### config.mk
export PLATFORM = sky130hd
export DESIGN_NAME = iwm_wr_serializer
export DESIGN_NICKNAME = d
export VERILOG_FILES = /design/src/rtl/iwm_wr_serializer.sv
export SDC_FILE = /design/constraint.sdc
export NUM_CORES = 1
export LEC_CHECK = 0
export ABC_AREA = 1
export BUFFER_PORTS_ARGS = -buffer_cell sky130_fd_sc_hd__buf_2
export CAP_MARGIN = 20
export CORE_ASPECT_RATIO = 1.1
export CORE_MARGIN = 2
export CORE_UTILIZATION = 57
export DETAILED_ROUTE_END_ITERATION = 10
export PLACE_DENSITY = 0.9
export SLEW_MARGIN = 20
export SYNTH_ARGS = -nofsm -noshare
export SYNTH_HDL_FRONTEND = slang
export SYNTH_SLANG_ARGS = --single-unit
### constraint.sdc
create_clock -name clk8 -period 2.4 [get_ports clk8]
set_input_delay 0.36 -clock clk8 [delete_from_list [all_inputs] [get_ports clk8]]
set_output_delay 0.36 -clock clk8 [all_outputs]
set_load 0.05 [all_outputs]
### src/rtl/iwm_wr_serializer.sv
// IWM write serializer: holding register -> shift register -> flux-transition wrData, MSB first.
// Latency: first cell starts on the first cep after the holding register fills in WAIT; each byte is 8*BIT_CELL cep.
// Backpressure: _iwmBusy=0 while holding is full; later writes overwrite it (last write wins), empty at byte end = underrun.
// Optional: define IWM_WR_BYTE_COUNT_EN to add the byteCount[15:0] output (bytes completed this session).
module iwm_wr_serializer #(
    parameter int BIT_CELL = 16
) (
    input  logic        clk8,
    input  logic        _reset,
    input  logic        cep,
    input  logic        writeMode,
    input  logic        dataWrite,
    input  logic [7:0]  dataIn,
    output logic        _iwmBusy,
    output logic        _writeUnderrun,
    output logic        wrGate,
    output logic        wrData
`ifdef IWM_WR_BYTE_COUNT_EN
    ,
    output logic [15:0] byteCount
`endif
);

    localparam logic [7:0] CELL_LAST = 8'(BIT_CELL - 1);

    typedef enum logic [1:0] {
        IDLE     = 2'd0,
        WAIT     = 2'd1,
        SHIFT    = 2'd2,
        UNDERRUN = 2'd3
    } state_t;

    state_t      state;
    state_t      stateNext;

    logic [7:0]  holdReg;
    logic        holdFull;
    logic [7:0]  shiftReg;
    logic [2:0]  bitCnt;
    logic [7:0]  cellCnt;
    logic        wrDataR;

    logic        transfer;     // holding -> shift, starts a bit-7 cell
    logic        cellAdvance;  // end of cells 0..6: shift and start next cell
    logic        byteDone;     // end of the 8th cell
    logic        accept;       // CPU write lands in the holding register

    // The MSB is consumed on the edge it is loaded (the toggle looks at the
    // incoming MSB), so the stored copy is never read back.
    logic        unusedShiftMsb;
    assign unusedShiftMsb = shiftReg[7];

    // State register.
    always_ff @(posedge clk8 or negedge _reset) begin
        if (!_reset) begin
            state <= IDLE;
        end else begin
            state <= stateNext;
        end
    end

    // Next state and cell-boundary strobes; dropping writeMode wins over everything.
    always_comb begin
        stateNext   = state;
        transfer    = 1'b0;
        cellAdvance = 1'b0;
        byteDone    = 1'b0;
        case (state)
            IDLE: begin
                if (writeMode) begin
                    stateNext = WAIT;
                end
            end
            WAIT: begin
                if (!writeMode) begin
                    stateNext = IDLE;
                end else if (cep && holdFull) begin
                    transfer  = 1'b1;
                    stateNext = SHIFT;
                end
            end
            SHIFT: begin
                if (!writeMode) begin
                    stateNext = IDLE;
                end else if (cep && (cellCnt == 8'd0)) begin
                    if (bitCnt == 3'd0) begin
                        byteDone = 1'b1;
                        if (holdFull) begin
                            transfer = 1'b1;
                        end else begin
                            stateNext = UNDERRUN;
                        end
                    end else begin
                        cellAdvance = 1'b1;
                    end
                end
            end
            UNDERRUN: begin
                if (!writeMode) begin
                    stateNext = IDLE;
                end
            end
            default: stateNext = IDLE;
        endcase
    end

    // A write arriving as the session falls into underrun is too late and is dropped.
    assign accept = writeMode && dataWrite && (state != UNDERRUN) && (stateNext != UNDERRUN);

    // Holding register: a CPU write beats the transfer that empties it, so a
    // write on the transfer edge leaves the new byte waiting and the flag full.
    always_ff @(posedge clk8 or negedge _reset) begin
        if (!_reset) begin
            holdReg  <= 8'h00;
            holdFull <= 1'b0;
        end else begin
            if (accept) begin
                holdReg <= dataIn;
            end
            if (!writeMode || (state == UNDERRUN)) begin
                holdFull <= 1'b0;
            end else if (accept) begin
                holdFull <= 1'b1;
            end else if (transfer) begin
                holdFull <= 1'b0;
            end
        end
    end

    // Shift register, bit/cell counters and flux level; all frozen when cep=0.
    always_ff @(posedge clk8 or negedge _reset) begin
        if (!_reset) begin
            shiftReg <= 8'h00;
            bitCnt   <= 3'd0;
            cellCnt  <= 8'd0;
            wrDataR  <= 1'b0;
        end else begin
            if (transfer) begin
                shiftReg <= holdReg;
                bitCnt   <= 3'd7;
                cellCnt  <= CELL_LAST;
                wrDataR  <= wrDataR ^ holdReg[7];
            end else if (cellAdvance) begin
                shiftReg <= {shiftReg[6:0], 1'b0};
                bitCnt   <= bitCnt - 3'd1;
                cellCnt  <= CELL_LAST;
                wrDataR  <= wrDataR ^ shiftReg[6];
            end else if ((state == SHIFT) && writeMode && cep && (cellCnt != 8'd0)) begin
                cellCnt  <= cellCnt - 8'd1;
            end
        end
    end

`ifdef IWM_WR_BYTE_COUNT_EN
    logic [15:0] byteCountR;

    // Bytes completed in this session; cleared when a session opens, wraps naturally.
    always_ff @(posedge clk8 or negedge _reset) begin
        if (!_reset) begin
            byteCountR <= 16'h0000;
        end else if ((state == IDLE) && (stateNext == WAIT)) begin
            byteCountR <= 16'h0000;
        end else if (byteDone) begin
            byteCountR <= byteCountR + 16'd1;
        end
    end

    assign byteCount = byteCountR;
`endif

    assign wrData         = wrDataR;
    assign wrGate         = (state == SHIFT);
    assign _writeUnderrun = (state != UNDERRUN);
    assign _iwmBusy       = !holdFull;

endmodule
==> results.tsv, run 1 <==
metric	value	unit
totalWireLength	2820	microns
postSynthAreaPerCell	8.67	sq um
yosysMostFrequentCell	nand2_1	
setup_viol	0	
die_area	0.00324	sq mm
area_delta_synth_final	10.4	%
grt_overflow	0	
num_io_pins	17	
ir_drop	707	uV
fin_setup_tns	0	ns
relSlewSlack	56.4	%
dp_slack	0.494	ns
slew_violations	0	
max_slew.worst_pin.slew	0.655	ns
grt_pass1_wl	5180	microns
finalCritPeriodShare	79.4	%
rsz0062_at_grt	no	
drc	0	
cp-end-kind	flip-flop	
crit_required	2.63	ns
grt_pass1_vias	1190	
worstPathMaxFanout	7	
hpwl	2090	microns
regToRegStartpoint	state[0]	
die_y	59.5	microns
worst-setup-path-type	reg2reg	
clkTransAtPathRegs	0.10	ns
cts_resized	0	
detail-route-antenna-nets	0	
cap_viol_max_count	0	
run_status	completed	
die_w	54.4	microns
p_seq_share	47.6	%
gp_congestion	0.821	
swShare	38.6	%
initial_core_util	58.5	%
async_reset_ff_share	100	%
drtIter0Drc	23	
power_density	934	mW/mm^2
hold_viol_final	0	
drive_above_1_share	19.4	%
gr-usage-all-layers	22.8	%
min_period	1.90	ns
r2r_end	cellCnt[7]	
syn_nets	205	
pwr-share-comb	32.9	%
wire_per_inst	11.8	microns
synth_cell_types	30	
cts_setup_buffers	0	
ctsHoldBuffers	0	
core.rowCount	20	
intPower	1.01	mW
cts_max_level	2	
yosys-top-cells-count	44 x nand2_1, 30 x dfrtp_1, 22 x inv_1, 15 x nand3_1, 13 x nor2_1	
regToRegSetupSlack	0.50	ns
crit_end	cellCnt[7]	
nets	226	
viasPerCell	5.27	
clk_latency	0.33	ns
yosysTopAreaCellShare	47.1	%
clk_path_buf_depth	2	
synth_seq_cells	30	
power_switching	635	uW
diodes	0	
clkSinkCount	30	
synthCells	184	
leakagePower	0.917	nW
ys_top_cells_by_area	dfrtp_1 47%, nand2_1 10%, ha_1 6.3%, inv_1 5.2%, nand3_1 4.7%	
clock-skew-final	0.00567	ns
cts_buffers	5	
grt_max_degree	31	
max_freq	525	MHz
antenna_found_initial	0	
yosys_warnings	0	
hold_class	in2async	
cts-root-buf	clkbuf_4	
fill_cells	221	
worstRegToRegCells	8	
cp.arrival	2.13	ns
num_vias	1260	
pwr-share-clk	19.5	%
seq_area_frac_synth	47.1	%
core_region_area	0.00273	sq mm
crit_start	state[0]	
synth_flop_cell	dfrtp_1	
synth-edff-count	0	
cp-start-kind	flip-flop	
io_buffers	16	
syn-cell-area	0.00160	sq mm
layout_setup_ws	0.495	ns
fin_util	64.6	%
first_pass_iters	5	
synth_area_leader_cell	dfrtp_1	
cts_tree	done	
[kinds of logic (layout without fill, tap and decap cells)]
kind of cell	Yosys count	in the layout	share of synthesized area (%)
buffers and inverters	26	48	6.98
DFF	30	30	47.1
AOI/OAI and AO/OA	27	27	10.4
adders and majority gates	8	8	6.27
and+or+nand+nor	90	90	27.6
xor gates and xnor gates	3	3	1.65
[metrics by stage]
| stage | hold WS, ns | total power, mW | std cells | cell area [sq um] |
|---|---|---|---|---|
| floorplan | 0.0644 | 1.20 | 184 | 1600 |
| global placement | 0.429 | 1.30 | 231 | 1700 |
| detailed placement | 0.423 | 1.33 | 231 | 1700 |
| CTS | 0.0563 | 1.66 | 239 | 1760 |
| global route | 0.0923 | 1.79 | 239 | 1760 |
| finish | 0.0409 | 1.65 | 239 | 1760 |
[power groups by stage]
stage	sequential, mW	clock, mW	combinational (mW)
after floorplan	0.795	0	0.400
after global placement	0.785	0	0.519
after detailed placement	0.794	0	0.538
after CTS	0.784	0.329	0.544
after global routing	0.809	0.356	0.625
final	0.784	0.321	0.542
[placed cells by master (no fill, tap or decap)]
cell type,instances
xnor2_1,1
clkbuf_4,5
xor2_1,2
inv_2,1
inv_1,22
nand3_1,15
nand2_8,1
dfrtp_1,30
clkbuf_8,1
nand2_2,4
nand2_1,44
ha_1,8
nand4_1,1
o21ai_0,9
nor2_1,13
nand3_2,1
nor3_2,1
nand2_4,1
and3_1,1
a22oi_1,1
inv_4,1
nor3_1,2
a21oi_1,6
o221ai_1,4
o211ai_1,1
a21oi_4,1
nor2_2,2
o21ai_1,5
buf_2,16
or2_0,1
clkinv_2,1
nor2_4,3
clkinvlp_4,1
[worst min path at each step]
stage	startpoint	endpoint	cells after the start	slack [ns]
floorplan	_reset	bitCnt[0]	0	0.06
global placement	_reset	cellCnt[7]	1	0.43
detailed placement	_reset	cellCnt[7]	1	0.42
CTS	_reset	cellCnt[7]	1	0.06
global route	_reset	cellCnt[2]	1	0.09
finish	_reset	cellCnt[7]	1	0.04
[critical path, cell delays in order, from the launching register on]
cell and delay [ns]:
dfrtp_1 0.43, inv_1 0.10, ha_1 0.21, nand3_1 0.16
nor2_1 0.36, nand3_1 0.18, nor2_1 0.15, and3_1 0.18
nor3_2 0.04
[cell type report]
type / count / area, sq um / area share [%]
clock buffers: 6 / 51.3 / 2.91
repair buffers: 16 / 80.1 / 4.55
flip-flops and latches: 30 / 751 / 42.6
inverters: 24 / 92.6 / 5.26
clock inverters: 2 / 12.5 / 0.710
well taps: 33 / 41.3 / 2.34
multi-input cells: 128 / 733 / 41.6
[layer usage]
layer  global-route usage, %  vias to the layer above  part of all wire [%]
met5                       0                        -                     0
met4                    11.8                        0                   2.6
met3                    5.30                        7                   4.0
met2                    34.8                       25                    47
met1                    30.0                      593                    46
li1                        -                      635                     -
[sequential cells by signal, summed over array words and instances, names as in the netlist]
name      cells
cellCnt       8
holdFull      1
bitCnt        3
state         2
shiftReg      7
holdReg       8
wrData        1
(Power assumes the default switching activity.)
==> run 2, diff against run 1 <==
Settings changed: CORE_UTILIZATION 57 to 52, PLACE_DENSITY 0.9 to 0.87.
Clock period 2.4 ns to 1.75 ns, I/O delays scaled along.
==> run 2 against run 1 <==
Against the previous run:
- worst setup slack worse by 0.46 ns
- combinational power is 58% higher
- die area is 8.9% higher
- routed wire length is 11% higher
- register-to-register slack worse by 0.46 ns
- maximum frequency is 11% higher
- via count is 5.4% higher
- critical path depth is 2 higher
- cell area is 9.0% higher
- critical endpoint is now holdFull
- highest routed layer unchanged
==> results.tsv, run 2 (synthesized netlist as in run 1, its figures left out) <==
metric	value	unit
totalWireLength	3140	microns
cp-end-kind	flip-flop	
max_freq	583	MHz
grt_overflow	0	
io_buffers	16	
die_w	56.8	microns
grt_max_degree	31	
cts_buffers	5	
timing.hold.ws	0.152	ns
cts_max_level	2	
crit_required	1.96	ns
power_density	1240	mW/mm^2
p_seq_share	45.3	%
grt_pass1_wl	5280	microns
postPlaceCellArea	0.00180	sq mm
ir_drop	706	uV
power_switching	921	uW
hold_class	in2reg	
leakagePower	0.981	nW
finalCritPeriodShare	98.1	%
relSlewSlack	55.6	%
area_delta_synth_final	20.4	%
clkTransAtPathRegs	0.10	ns
setup_viol	0	
clkSinkCount	30	
gp_congestion	0.808	
num_io_pins	17	
grt_pass1_vias	1265	
clk_latency	0.33	ns
nets	241	
drive_above_1_share	28.5	%
gr-usage-all-layers	20.0	%
cp.arrival	1.93	ns
drtIter0Drc	26	
reg.largest.list	cellCnt: 8 flops, holdReg: 8 flops, shiftReg: 7 flops	
hpwl	2250	microns
intPower	1.46	mW
run_status	completed	
worstPathMaxFanout	9	
min_period	1.72	ns
num_vias	1328	
drc	0	
max_slew.worst_pin.slew	0.666	ns
rsz0062_at_grt	yes	
cts-root-buf	clkbuf_4	
cts_tree	done	
pwr-share-comb	36.0	%
worst-setup-path-type	reg2reg	
antenna_found_initial	0	
clk_path_buf_depth	2	
clock-skew-final	0.0128	ns
core.rowCount	21	
pwr-share-clk	18.7	%
die_y	62.1	microns
viasPerCell	5.21	
highest_layer	met4	
routed-wl-met3	100	microns
core_region_area	0.00300	sq mm
initial_core_util	53.3	%
diodes	0	
fin_setup_tns	0	ns
final_common_cell	nand2_1	
wl_met2	1580	microns
cp-start-kind	flip-flop	
wire_per_inst	12.3	microns
cap_viol_max_count	0	
hold_viol_final	0	
final_cell_mix	44 x nand2_1, 30 x dfrtp_1, 18 x inv_1	
stdcell_area	0.00192	sq mm
slew_violations	0	
swShare	38.7	%
detail-route-antenna-nets	0	
first_pass_iters	4	
die_area	0.00353	sq mm
drt-met1-wl	1390	microns
-- run 2: worst paths after layout --
check	to	slack (ns)	startpoint	cells past startpoint
worst max-delay path	holdFull	0.03	state[0]	10
min in group asynchronous	cellCnt[3]	0.49	_reset	2
worst min-delay path	holdReg[7]	0.15	dataIn[7]	3
worst min register to register	wrData	0.47	wrData	1
worst max register to register	holdFull	0.03	state[0]	10
max in group asynchronous	state[1]	0.82	_reset	2
-- run 2: cell type report --
cell class	count	area [sq um]
clock buffers	6	51.3
clock inverters	2	12.5
fillers	262	1070
inverters	24	95.1
multi-input cells	129	778
flip-flops and latches	30	751
well taps	34	42.5
repair buffers	30	190
-- run 2: repair_timing --
action	4_1_cts	5_1_grt
setup endpoints to repair	2	21
resized for setup	2	10
hold endpoints to repair	30	0
cloned	0	1
hold buffers	1	0
buffers inserted	0	2
pin swaps	0	2
-- run 2: power by group through the flow --
stage / combinational, mW / sequential, mW / clock [mW]
global placement: 0.784 / 1.07 / 0
detailed placement: 0.816 / 1.08 / 0
CTS: 0.827 / 1.07 / 0.452
global route: 0.972 / 1.11 / 0.489
floorplan: 0.560 / 1.09 / 0
finish: 0.858 / 1.08 / 0.446
-- run 2: routing by layer --
metal | track usage (%) | vias up
met5 | 0 | -
met4 | 8.64 | 0
met3 | 5.80 | 6
met2 | 35.2 | 23
met1 | 23.5 | 627
li1 | - | 672
-- run 2: critical path: stages (launching register included) --
cell and delay [ns]:
dfrtp_1 0.43, inv_2 0.10, ha_4 0.17, nand3_4 0.09, nor2_2 0.10, nand3_2 0.08, buf_4 0.15, a21oi_4 0.19
nand2_4 0.11, nand2_8 0.09, o21ai_1 0.07
-- run 2: metrics by stage --
| step | std cells | utilization [%] | power, mW | setup WS [ns] |
|---|---|---|---|---|
| after CTS | 252 | 62.6 | 2.35 | -0.00334 |
| final | 255 | 64.1 | 2.38 | 0.0340 |
| after detailed placement | 243 | 60.1 | 1.90 | 0.00901 |
| after global routing | 255 | 64.1 | 2.57 | -0.0797 |
| after floorplan | 184 | - | 1.65 | 0.0274 |
| after global placement | 243 | 60.1 | 1.86 | 0.0459 |
